**config.mk**
```make
export PLATFORM = sky130hd
export DESIGN_NAME = fetch_sequencer
export DESIGN_NICKNAME = d
export VERILOG_FILES = /design/src/rtl/fetch_sequencer.sv
export SDC_FILE = /design/constraint.sdc
export NUM_CORES = 1
export LEC_CHECK = 0
export ABC_CLOCK_PERIOD_IN_PS = 7100
export CORE_ASPECT_RATIO = 1.4
export CORE_MARGIN = 4
export CORE_UTILIZATION = 30
export DETAILED_ROUTE_END_ITERATION = 10
export PLACE_DENSITY = 0.55
export SLEW_MARGIN = 10
export SYNTH_ARGS = -nofsm -noshare
export SYNTH_HDL_FRONTEND = slang
export SYNTH_SLANG_ARGS = --single-unit
```
**constraint.sdc**
```tcl
create_clock -name clock -period 7.1 [get_ports clock]
set_clock_uncertainty 0.1 [all_clocks]
set_input_delay 1.42 -clock clock [delete_from_list [all_inputs] [get_ports clock]]
set_output_delay 1.42 -clock clock [all_outputs]
set_load 0.02 [all_outputs]
```
**src/rtl/fetch_sequencer.sv**
```systemverilog
// Instruction fetch sequencer: drives the PC register's next value, issues in-order
// instruction-memory reads, buffers returned words with their PC and hands them to decode.
// Redirects flush all buffered state; responses still in flight are counted down and dropped.
// Optional build macro FETCH_PERF_EN adds perf_fetch_count / perf_flush_count outputs.
module fetch_sequencer #(
  parameter logic [31:0] RESET_PC        = 32'h0000_3000,
  parameter int unsigned QUEUE_DEPTH     = 4,
  parameter int unsigned MAX_OUTSTANDING = 2
) (
  input  logic        clock,
  input  logic        reset,
  input  logic [31:0] pc_value,
  output logic [31:0] next_pc,
  input  logic        redirect_valid,
  input  logic [31:0] redirect_target,
  output logic        imem_req_valid,
  input  logic        imem_req_ready,
  output logic [31:0] imem_req_addr,
  input  logic        imem_rsp_valid,
  input  logic [31:0] imem_rsp_data,
  output logic        inst_valid,
  input  logic        inst_ready,
  output logic [31:0] inst_data,
`ifdef FETCH_PERF_EN
  output logic [31:0] perf_fetch_count,
  output logic [31:0] perf_flush_count,
`endif
  output logic [31:0] inst_pc
);

  localparam int unsigned QAW = $clog2(QUEUE_DEPTH);
  localparam int unsigned CW  = QAW + 1;
  localparam int unsigned TAW = (MAX_OUTSTANDING > 1) ? $clog2(MAX_OUTSTANDING) : 1;
  localparam int unsigned OW  = $clog2(MAX_OUTSTANDING + 1);

  typedef enum logic {StRun, StDrain} state_e;

  state_e           state_q;
  logic [QAW-1:0]   q_wr_q, q_rd_q;
  logic [CW-1:0]    q_count_q;
  logic [31:0]      q_data [QUEUE_DEPTH];
  logic [31:0]      q_pc   [QUEUE_DEPTH];
  logic [TAW-1:0]   tag_wr_q, tag_rd_q;
  logic [31:0]      tag_pc [MAX_OUTSTANDING];
  logic [OW-1:0]    outstanding_q, discard_q;

  logic          fire, pop, push, rsp_dec, credit_ok;
  logic [OW-1:0] outstanding_d, discard_d;

  function automatic logic [TAW-1:0] tag_inc(input logic [TAW-1:0] p);
    return (32'(p) == MAX_OUTSTANDING - 1) ? '0 : p + TAW'(1);
  endfunction

  // Request gating, handshakes and the in-flight / discard bookkeeping
  always_comb begin
    // Every accepted request must already own a FIFO slot for its response
    credit_ok      = (32'(q_count_q) + 32'(outstanding_q)) < QUEUE_DEPTH;
    imem_req_valid = ~reset & (state_q == StRun) & ~redirect_valid &
                     (32'(outstanding_q) < MAX_OUTSTANDING) & credit_ok;
    imem_req_addr  = pc_value;
    fire           = imem_req_valid & imem_req_ready;
    inst_valid     = (q_count_q != '0);
    inst_data      = q_data[q_rd_q];
    inst_pc        = q_pc[q_rd_q];
    pop            = inst_valid & inst_ready;
    rsp_dec        = imem_rsp_valid & (outstanding_q != '0);
    push           = rsp_dec & (state_q == StRun) & ~redirect_valid;
    outstanding_d  = outstanding_q + OW'(fire) - OW'(rsp_dec);
    discard_d      = discard_q;
    if (redirect_valid) begin
      // Everything still in flight after this cycle's response belongs to the old stream
      discard_d = outstanding_q - OW'(rsp_dec);
    end else if (rsp_dec && discard_q != '0) begin
      discard_d = discard_q - OW'(1);
    end
  end

  // Next PC for the PC register: redirect beats sequential advance beats hold
  always_comb begin
    if (reset) begin
      next_pc = RESET_PC;
    end else if (redirect_valid) begin
      next_pc = redirect_target & 32'hFFFF_FFFC;
    end else if (fire) begin
      next_pc = pc_value + 32'd4;
    end else begin
      next_pc = pc_value;
    end
  end

  // Control state: FSM, FIFO pointers/count, tag pointers and counters
  always_ff @(posedge clock or posedge reset) begin
    if (reset) begin
      state_q       <= StRun;
      q_wr_q        <= '0;
      q_rd_q        <= '0;
      q_count_q     <= '0;
      tag_wr_q      <= '0;
      tag_rd_q      <= '0;
      outstanding_q <= '0;
      discard_q     <= '0;
    end else begin
      outstanding_q <= outstanding_d;
      discard_q     <= discard_d;
      state_q       <= (discard_d != '0) ? StDrain : StRun;
      if (redirect_valid) begin
        q_wr_q    <= '0;
        q_rd_q    <= '0;
        q_count_q <= '0;
        tag_wr_q  <= '0;
        tag_rd_q  <= '0;
      end else begin
        if (push) q_wr_q <= q_wr_q + QAW'(1);
        if (pop)  q_rd_q <= q_rd_q + QAW'(1);
        q_count_q <= q_count_q + CW'(push) - CW'(pop);
        if (fire) tag_wr_q <= tag_inc(tag_wr_q);
        if (push) tag_rd_q <= tag_inc(tag_rd_q);
      end
    end
  end

  // Storage arrays: instruction FIFO and request-address tags
  always_ff @(posedge clock) begin
    if (push) begin
      q_data[q_wr_q] <= imem_rsp_data;
      q_pc[q_wr_q]   <= tag_pc[tag_rd_q];
    end
    if (fire) tag_pc[tag_wr_q] <= pc_value;
  end

`ifdef FETCH_PERF_EN
  // Performance counters: delivered instructions and redirect cycles
  always_ff @(posedge clock or posedge reset) begin
    if (reset) begin
      perf_fetch_count <= '0;
      perf_flush_count <= '0;
    end else begin
      perf_fetch_count <= perf_fetch_count + 32'(pop);
      perf_flush_count <= perf_flush_count + 32'(redirect_valid);
    end
  end
`endif

endmodule

```
==> After elaboration in Yosys (flattened, before gate mapping) <==
Memories as Yosys holds them, arrays and structs flattened.
Index checks and enable logic that the tools add are counted.
{ "word_totals": {"word_cells": 66, "ramBits": 320, "out_inout_bits": 130, "n_memories": 3, "regBits": 14} }
{ "mem_list": {"columns": ["name", "depth", "word_bits", "rd", "rd_ports_with_merged_regs", "wr", "line_no", "text"], "rows": [
  ["q_data", 4, 32, 1, 0, 1, "41", "logic [31:0] q_data [QUEUE_DEPTH];"],
  ["q_pc", 4, 32, 1, 0, 1, "42", "logic [31:0] q_pc [QUEUE_DEPTH];"],
  ["tag_pc", 2, 32, 1, 0, 1, "44", "logic [31:0] tag_pc [MAX_OUTSTANDING];"]
]} }
{ "op_classes": {"bitwise": 12, "magnitude_cmp": 2, "addsub": 12, "mux": 21, "n_reduce_logical": 8} }
{ "op_table": {"columns": ["cell", "n"], "rows": [
  ["$mux 32", 3],
  ["$add 32x3->32 const B", 1],
  ["$mux 2", 6],
  ["$reduce_bool 2->1", 6],
  ["$mux 1", 11],
  ["$and 1x1->1", 9],
  ["$add 2x1->2 const B", 2],
  ["$add 3x2->4", 1],
  ["$lt 4x3->1 const B", 1],
  ["$sub 2x1->2", 2],
  ["$add 3x1->3", 1],
  ["$mux 3", 1],
  ["$not 1->1", 3],
  ["$reduce_bool 3->1", 1],
  ["$sub 3x1->3", 1],
  ["$add 1x1->1 const B", 2],
  ["$add 2x1->2", 1],
  ["$lt 2x2->1 const B", 1],
  ["$sub 2x1->2 const B", 1],
  ["$logic_and 1x1->1", 1]
]} }

==> Depth between registers and ports, before layout <==
Gate-level depths: netlist of the first run.
{ "depth": {"ltp_word": 9, "depth_mapped": 11, "depth_no_buf": 10} }

==> Worst setup path before layout of the first run <==
No wires, ideal clock.
{ "synth_timing": {"kind": "input -> output", "start": "input redirect_valid", "end": "output next_pc[27]", "arrival_ns": 3.527, "t_required_ns": 5.580, "cell_stages": 7, "n_path_buf": 2, "slack_ns": 2.053, "path_cell_list": "buf_2 > nor2_2 > and4_1 > inv_2 > buf_2 > o41a_1 > a2111oi_1"} }
{ "synth_via": {"elab_chain_cells": 8} }
{ "synth_lines": {"columns": ["item", "line_no", "text"], "rows": [
  ["start, declared", "14", "input logic redirect_valid,"],
  ["$not 1->1", "58", "imem_req_valid = ~reset & (state_q == StRun) & ~redirect_valid &"],
  ["$and 1x1->1 (2 in series)", "58", null],
  ["$and 1x1->1", "59", "(32'(outstanding_q) < MAX_OUTSTANDING) & credit_ok;"],
  ["$and 1x1->1", "61", "fire = imem_req_valid & imem_req_ready;"],
  ["$mux 32", "84", "end else if (fire) begin"],
  ["$mux 32 *", "82", "end else if (redirect_valid) begin"],
  ["$mux 32 *", "80", "if (reset) begin"],
  ["end, declared", "13", "output logic [31:0] next_pc,"]
]} }
Every way passes the cells marked *; elsewhere a longest branch is shown, timed or not.

==> Final worst setup path of the first run <==
{ "layout_timing": {"start": "input pc_value[11]", "end": "output next_pc[29]"} }
{ "layout_via": {"elab_chain_cells": 4} }
{ "layout_lines": {"columns": ["item", "line_no", "text"], "rows": [
  ["start, declared", "12", "input logic [31:0] pc_value,"],
  ["$add 32x3->32", "85", "next_pc = pc_value + 32'd4;"],
  ["$mux 32", "84", null],
  ["$mux 32", "82", null],
  ["$mux 32", "80", null]
]} }
No other way between the ends.

==> results.json, run 1 <==
{
  "synth_flop_cell": "edfxtp_1",
  "pin_count": 232,
  "finish.utilization_pct": 38.56,
  "fin_crit_ns": 6.081,
  "start_util_pct": 30.25,
  "min_path_cells": 1,
  "drt-total-wl_um": 33960,
  "clock_latency_ns": 0.57,
  "nets": 1089,
  "clockBufferDepth": 3,
  "cts.clk_slew.worst_paths_ns": 0.06,
  "postSynthAreaPerCell_sq_um": 18.15,
  "tns_ns": 0,
  "drtPass1Iterations": 4,
  "gp_congestion": 0.7787,
  "drc": 0,
  "yosysWarnings": 0,
  "syn-num-nets": 881,
  "overflow": 0,
  "hp-class": "flop to flop",
  "rsz0062_at_grt": "false",
  "syn_area_sq_mm": 0.01390,
  "worstHoldEndpoint": "outstanding_q[0]$_DFF_PP0_",
  "antenna_cells": 0,
  "async_flop_share_pct": 4.192,
  "cts.sinks": 334,
  "grt_max_degree": 47,
  "cts_made_buffers": 31,
  "io_buffers": 229,
  "synth_edf_count": 320,
  "final_layout_size_suffix_gt1_share_pct": 18.69,
  "avgRoutedWirePerCell_um": 21.07,
  "finalNonFillerCells": 1612,
  "fillers": 4255,
  "finalMaxSlewViolations": 0,
  "synth.largest_area_cell": "edfxtp_1",
  "relSlewSlack_pct": 26.36,
  "power_density_mw_per_mm2": 300.2,
  "synthCells": 766,
  "timing_worst_setup_path_type": "input pin to output port",
  "dp_hpwl_um": 21600,
  "areaGrowthSynthToFinish_pct": 27.49,
  "r2r-start": "q_count_q[1]$_DFF_PP0_",
  "ir_drop_mv": 0.1720,
  "r2r_end": "tag_pc[0][13]$_DFFE_PP_",
  "fmax_mhz": 164.5,
  "rr_worst_depth": 6,
  "cts.hold.buffers_added": 0,
  "rrSetupSlack_ns": 3.91,
  "hold_violations": 0,
  "maxCapViolCount": 0,
  "via_count": 7702,
  "ys_top_cells_by_area": "edfxtp_1, mux4_2, mux2_2",
  "cp.arrival_ns": 4.56,
  "start_kind": "input pin",
  "via_per_inst": 4.778,
  "grt_pass1_wl_um": 51830,
  "cts-resized-gates": 0,
  "worst_pin_slew_ns": 1.102,
  "final_cell_mix": "edfxtp_1, clkdlybuf4s50_1, mux4_2",
  "cp-end-kind": "output port",
  "synth_top_area_share_pct": 69.12,
  "outcome": "complete, no violations",
  "final_common_cell": "edfxtp_1",
  "dp.cells": 1558,
  "cts_root_buf": "clkbuf_16",
  "worstPathRequired_ns": 5.58,
  "grt_pass1_vias": 8288,
  "dieArea_sq_mm": 0.04990,
  "die_x_um": 189.9,
  "ant_nets": 0,
  "tritoncts": "done",
  "cts.htree.levels": 1,
  "synth.ff_latch_count": 334,
  "fin_crit_sh_pct": 85.64,
  "core_sq_mm": 0.04596,
  "die-height_um": 262.7,
  "ys_types": 62,
  "antenna_found_initial": 0,
  "post-cts-setup-buffers": 0,
  "rows": 93,
  "gr-usage-all-layers_pct": 13.40,
  "cp_max_fo": 9,
  "hold_start": "outstanding_q[0]$_DFF_PP0_",
  "setup_viol": 0,
  "yosysSeqAreaShare_pct": 71.64,
  "power.leakage_nw": 5.582,
  "drt-initial-drc-count": 348
}
[synth_stat cells, drive strengths merged, types with 2 or more instances]
library cell and n:
nor2b 7, and4 5, nand3 15, nor3 8
buf 47, a211o 2, nand2 21, o221ai 2
mux2 32, dfrtp 14, nor4 8, mux4 64
o41a 3, or2 2, inv 20, o211a 2
edfxtp 320, a311oi 13, or4 10, o31ai 4
o41ai 3, o31a 7, o221a 3, xor2 3
nand4 8, o21ai 13, a2111oi 4, and2 9
clkbuf 24, o311ai 2, xnor2 8, o211ai 4
or3 4, and3 7, a211oi 2, a31oi 5
nor2 38, ha 12
[registers in the layout (all words and copies together) (netlist names)]
name	flops
discard_q	2
outstanding_q	2
q_count_q	3
q_data	128
q_pc	128
q_rd_q	2
q_wr_q	2
state_q	1
tag_pc	64
tag_rd_q	1
tag_wr_q	1
[final cells by class]
cell class | count | area, sq um | area share [%]
sequential | 334 | 9968 | 56.24
multi-input combinational | 341 | 3485 | 19.66
timing repair buffer | 246 | 2415 | 13.63
clock buffer | 38 | 832.0 | 4.695
tap | 617 | 772.0 | 4.356
clock inverter | 16 | 176.4 | 0.9954
inverter | 20 | 75.07 | 0.4236
[where the power goes]
part	leakage [nW]	switching, mW	internal [mW]
logic	2.03	0.593	0.667
registers	3.05	0.142	2.26
clock network	0.496	0.692	0.968
total	5.58	1.43	3.89
[logic make-up after synthesis]
family                     Yosys count  share of synthesized area [%]
DFF                                334                          71.64
and+or+nand+nor                    147                          5.796
muxes                               96                          12.96
buffers and inverters               91                          3.429
AOI/OAI and AO/OA                   74                          4.257
adders and majority gates           13                          1.224
xor gates and xnor gates            11                         0.6931
[metal layers]
metal,vias up,global-route usage (%),wire [um],share of wire (%)
met5,-,0,0,0
met4,0,4.206,868,2.6
met3,54,2.697,2023,6.0
met2,225,23.71,17670,52
met1,3936,16.42,13400,39
li1,3487,-,-,-
[worst max path at each step]
stage	cells past startpoint	endpoint	slack, ns	start
finish	6	next_pc[29]	1.02	pc_value[11]
global route	6	next_pc[29]	0.78	pc_value[8]
CTS	6	next_pc[29]	1.03	pc_value[11]
detailed placement	6	next_pc[29]	1.07	pc_value[11]
global placement	6	next_pc[25]	1.06	pc_value[21]
floorplan	7	next_pc[27]	2.05	redirect_valid
[critical path, stage by stage]
cell and delay [ns]:
clkdlybuf4s50_1 0.72, and4_1 0.39, nand4_1 0.46, o41a_1 0.49, a2111oi_1 0.37, clkdlybuf4s50_1 0.71
[stage by stage]
step | hold slack (ns) | cell area [sq um] | power (mW) | setup WS, ns
after floorplan | 0.4227 | 13900 | 3.165 | 2.053
after global placement | 0.4583 | 16710 | 3.734 | 1.058
after detailed placement | 0.4724 | 16710 | 3.744 | 1.067
after CTS | 0.4850 | 17720 | 5.435 | 1.029
after global routing | 0.5068 | 17720 | 5.585 | 0.7849
final | 0.4782 | 17720 | 5.321 | 1.019
(Power assumes the default switching activity.)
==> run 2: changes to the inputs <==
--- a/config.mk
+++ b/config.mk
@@ -7,10 +7,11 @@
 export LEC_CHECK = 0
 export ABC_CLOCK_PERIOD_IN_PS = 7100
 export CORE_ASPECT_RATIO = 1.4
-export CORE_MARGIN = 4
+export CORE_MARGIN = 3
 export CORE_UTILIZATION = 30
 export DETAILED_ROUTE_END_ITERATION = 10
 export PLACE_DENSITY = 0.55
+export RECOVER_POWER = 100
 export SLEW_MARGIN = 10
 export SYNTH_ARGS = -nofsm -noshare
 export SYNTH_HDL_FRONTEND = slang
==> constraint.sdc (replaced) <==
create_clock -name clock -period 7.1 [get_ports clock]
set_clock_uncertainty 0.1 [all_clocks]
set_input_delay 1.42 -clock clock [delete_from_list [all_inputs] [get_ports clock]]
set_output_delay 1.42 -clock clock [all_outputs]
set_load 0.01 [all_outputs]
==> results.json, run 2 (synthesis results as in run 1) <==
{
  "outcome": "complete, but fails checks",
  "violations": "capacitance limit, slew limit",
  "timing_worst_setup_path_type": "input pin to output port",
  "hold_violations": 0,
  "drc": 0,
  "final_layout_size_suffix_gt1_share_pct": 14.03,
  "rsz0062_at_grt": "false",
  "clockBufferDepth": 3,
  "die-height_um": 260.7,
  "cts.hold.buffers_added": 0,
  "tritoncts": "done",
  "areaGrowthSynthToFinish_pct": 26.71,
  "setup_viol": 0,
  "via_count": 7678,
  "clock_latency_ns": 0.56,
  "worstPathRequired_ns": 5.58,
  "die_x_um": 187.9,
  "top_layer_used": "met5",
  "dr_wl_met2_um": 17830,
  "gr-usage-all-layers_pct": 13.66,
  "fin_crit_ns": 6.295,
  "cp-end-kind": "output port",
  "via_per_inst": 4.769,
  "fmax_mhz": 158.9,
  "rows": 92,
  "overflow": 0,
  "grt_max_degree": 45,
  "grt_pass1_wl_um": 51310,
  "avgRoutedWirePerCell_um": 21.02,
  "cts-resized-gates": 0,
  "drt-total-wl_um": 33840,
  "power_density_mw_per_mm2": 285.4,
  "m1WireLength_um": 13360,
  "finalMaxSlewViolations": 291,
  "start_kind": "input pin",
  "gp_congestion": 0.8023,
  "cp.arrival_ns": 4.77,
  "path_cells": "dlygate4sd3_1 -> clkbuf_1 -> inv_1 -> buf_4 -> nand2_1 -> nor2_1 -> nor3_1 -> dlygate4sd3_1",
  "cts.clk_slew.worst_paths_ns": 0.06,
  "drt-initial-drc-count": 376,
  "grt_pass1_vias": 8200,
  "nets": 1089,
  "start_util_pct": 30.58,
  "worst_path_most_repeated_cell": "dlygate4sd3_1",
  "cp_max_fo": 22,
  "cts.sinks": 334,
  "rr_worst_depth": 4,
  "r2r-start": "outstanding_q[1]$_DFF_PP0_",
  "pin_count": 232,
  "fin_crit_sh_pct": 88.66,
  "drtPass1Iterations": 5,
  "core_sq_mm": 0.04547,
  "hp-class": "flop to flop",
  "power.leakage_nw": 5.622,
  "crit_path_end": "next_pc[12]",
  "ir_drop_mv": 0.1646,
  "rrSetupSlack_ns": 2.04,
  "top_regs": "q_data (128), q_pc (128), tag_pc (64)",
  "cts.htree.levels": 1,
  "r2r_end": "q_pc[3][13]$_DFFE_PP_",
  "antenna_found_initial": 4,
  "tns_ns": 0,
  "fillers": 4223,
  "relSlewSlack_pct": -137.3,
  "ant_nets": 0,
  "wl_met3_um": 1956,
  "whs_ns": 0.4676,
  "dieArea_sq_mm": 0.04900,
  "crit_slowest_cell": "clkbuf_1",
  "cts_root_buf": "clkbuf_16",
  "maxCapViolCount": 8,
  "io_buffers": 229,
  "cts_made_buffers": 31,
  "worst_pin_slew_ns": 3.557,
  "cp-startpoint": "reset",
  "max_stage_delay_ns": 0.86,
  "final_cell_mix": "edfxtp_1, dlygate4sd3_1, mux4_2",
  "dp_hpwl_um": 21970,
  "post-cts-setup-buffers": 0,
  "final_common_cell": "edfxtp_1"
}
## run 2: cell types whose count changed in the layout (fill, tap and decap cells not counted), sizes merged
cell           change
clkinvlp           +3
clkinv             +4
clkdlybuf4s50    -178
dlygate4sd3      +180
buf               -10
diode              +1
bufinv             -4
clkbuf             +8
## run 2: how the worst min path moves through the flow
stage | from | slack (ns) | cells after the start | endpoint
final | outstanding_q[0]$_DFF_PP0_ | 0.47 | 1 | outstanding_q[0]$_DFF_PP0_
after global placement | outstanding_q[0]$_DFF_PP0_ | 0.47 | 1 | outstanding_q[0]$_DFF_PP0_
after detailed placement | outstanding_q[0]$_DFF_PP0_ | 0.47 | 1 | outstanding_q[0]$_DFF_PP0_
after CTS | outstanding_q[0]$_DFF_PP0_ | 0.48 | 1 | outstanding_q[0]$_DFF_PP0_
after global routing | q_wr_q[1]$_DFFE_PP0P_ | 0.51 | 2 | q_wr_q[1]$_DFFE_PP0P_
after floorplan | outstanding_q[0]$_DFF_PP0_ | 0.42 | 1 | outstanding_q[0]$_DFF_PP0_
## run 2: layout make-up
type | instances | area, sq um | area share, %
clock inverter | 19 | 100.1 | 0.5682
inverter | 20 | 75.07 | 0.4262
multi-input combinational | 341 | 3466 | 19.67
sequential | 334 | 9963 | 56.56
timing repair buffer | 246 | 2392 | 13.58
tap | 611 | 764.5 | 4.340
clock buffer | 38 | 852.1 | 4.837
antenna | 1 | 2.502 | 0.01421
## run 2: metal layers
metal,vias to the layer above,track usage (%)
met5,-,0
met4,4,3.754
met3,47,2.929
met2,224,25.24
met1,3907,16.01
li1,3496,-
## run 2: power breakdown
group          internal [mW]  switching (mW)
registers               2.26           0.128
clock network          0.847           0.704
logic                  0.611           0.476
## run 2: stage by stage
stage / setup WS (ns) / total power, mW / util [%] / std cells / instance area (sq um)
2_1_floorplan: 2.364 / 3.035 / - / 766 / 13900
3_3_place_gp: 1.149 / 3.609 / 36.76 / 1552 / 16710
3_5_place_dp: 1.166 / 3.623 / 36.76 / 1552 / 16710
4_1_cts: 1.144 / 5.201 / 38.85 / 1609 / 17660
5_1_grt: 0.5228 / 5.282 / 38.74 / 1610 / 17620
6_report: 0.8053 / 5.027 / 38.74 / 1610 / 17620
## run 2: worst max-delay path, delay by kind of cell
family                 cells  cell delay, ns
buffers and inverters      5            2.98
AND/OR/NAND/NOR            3            0.36
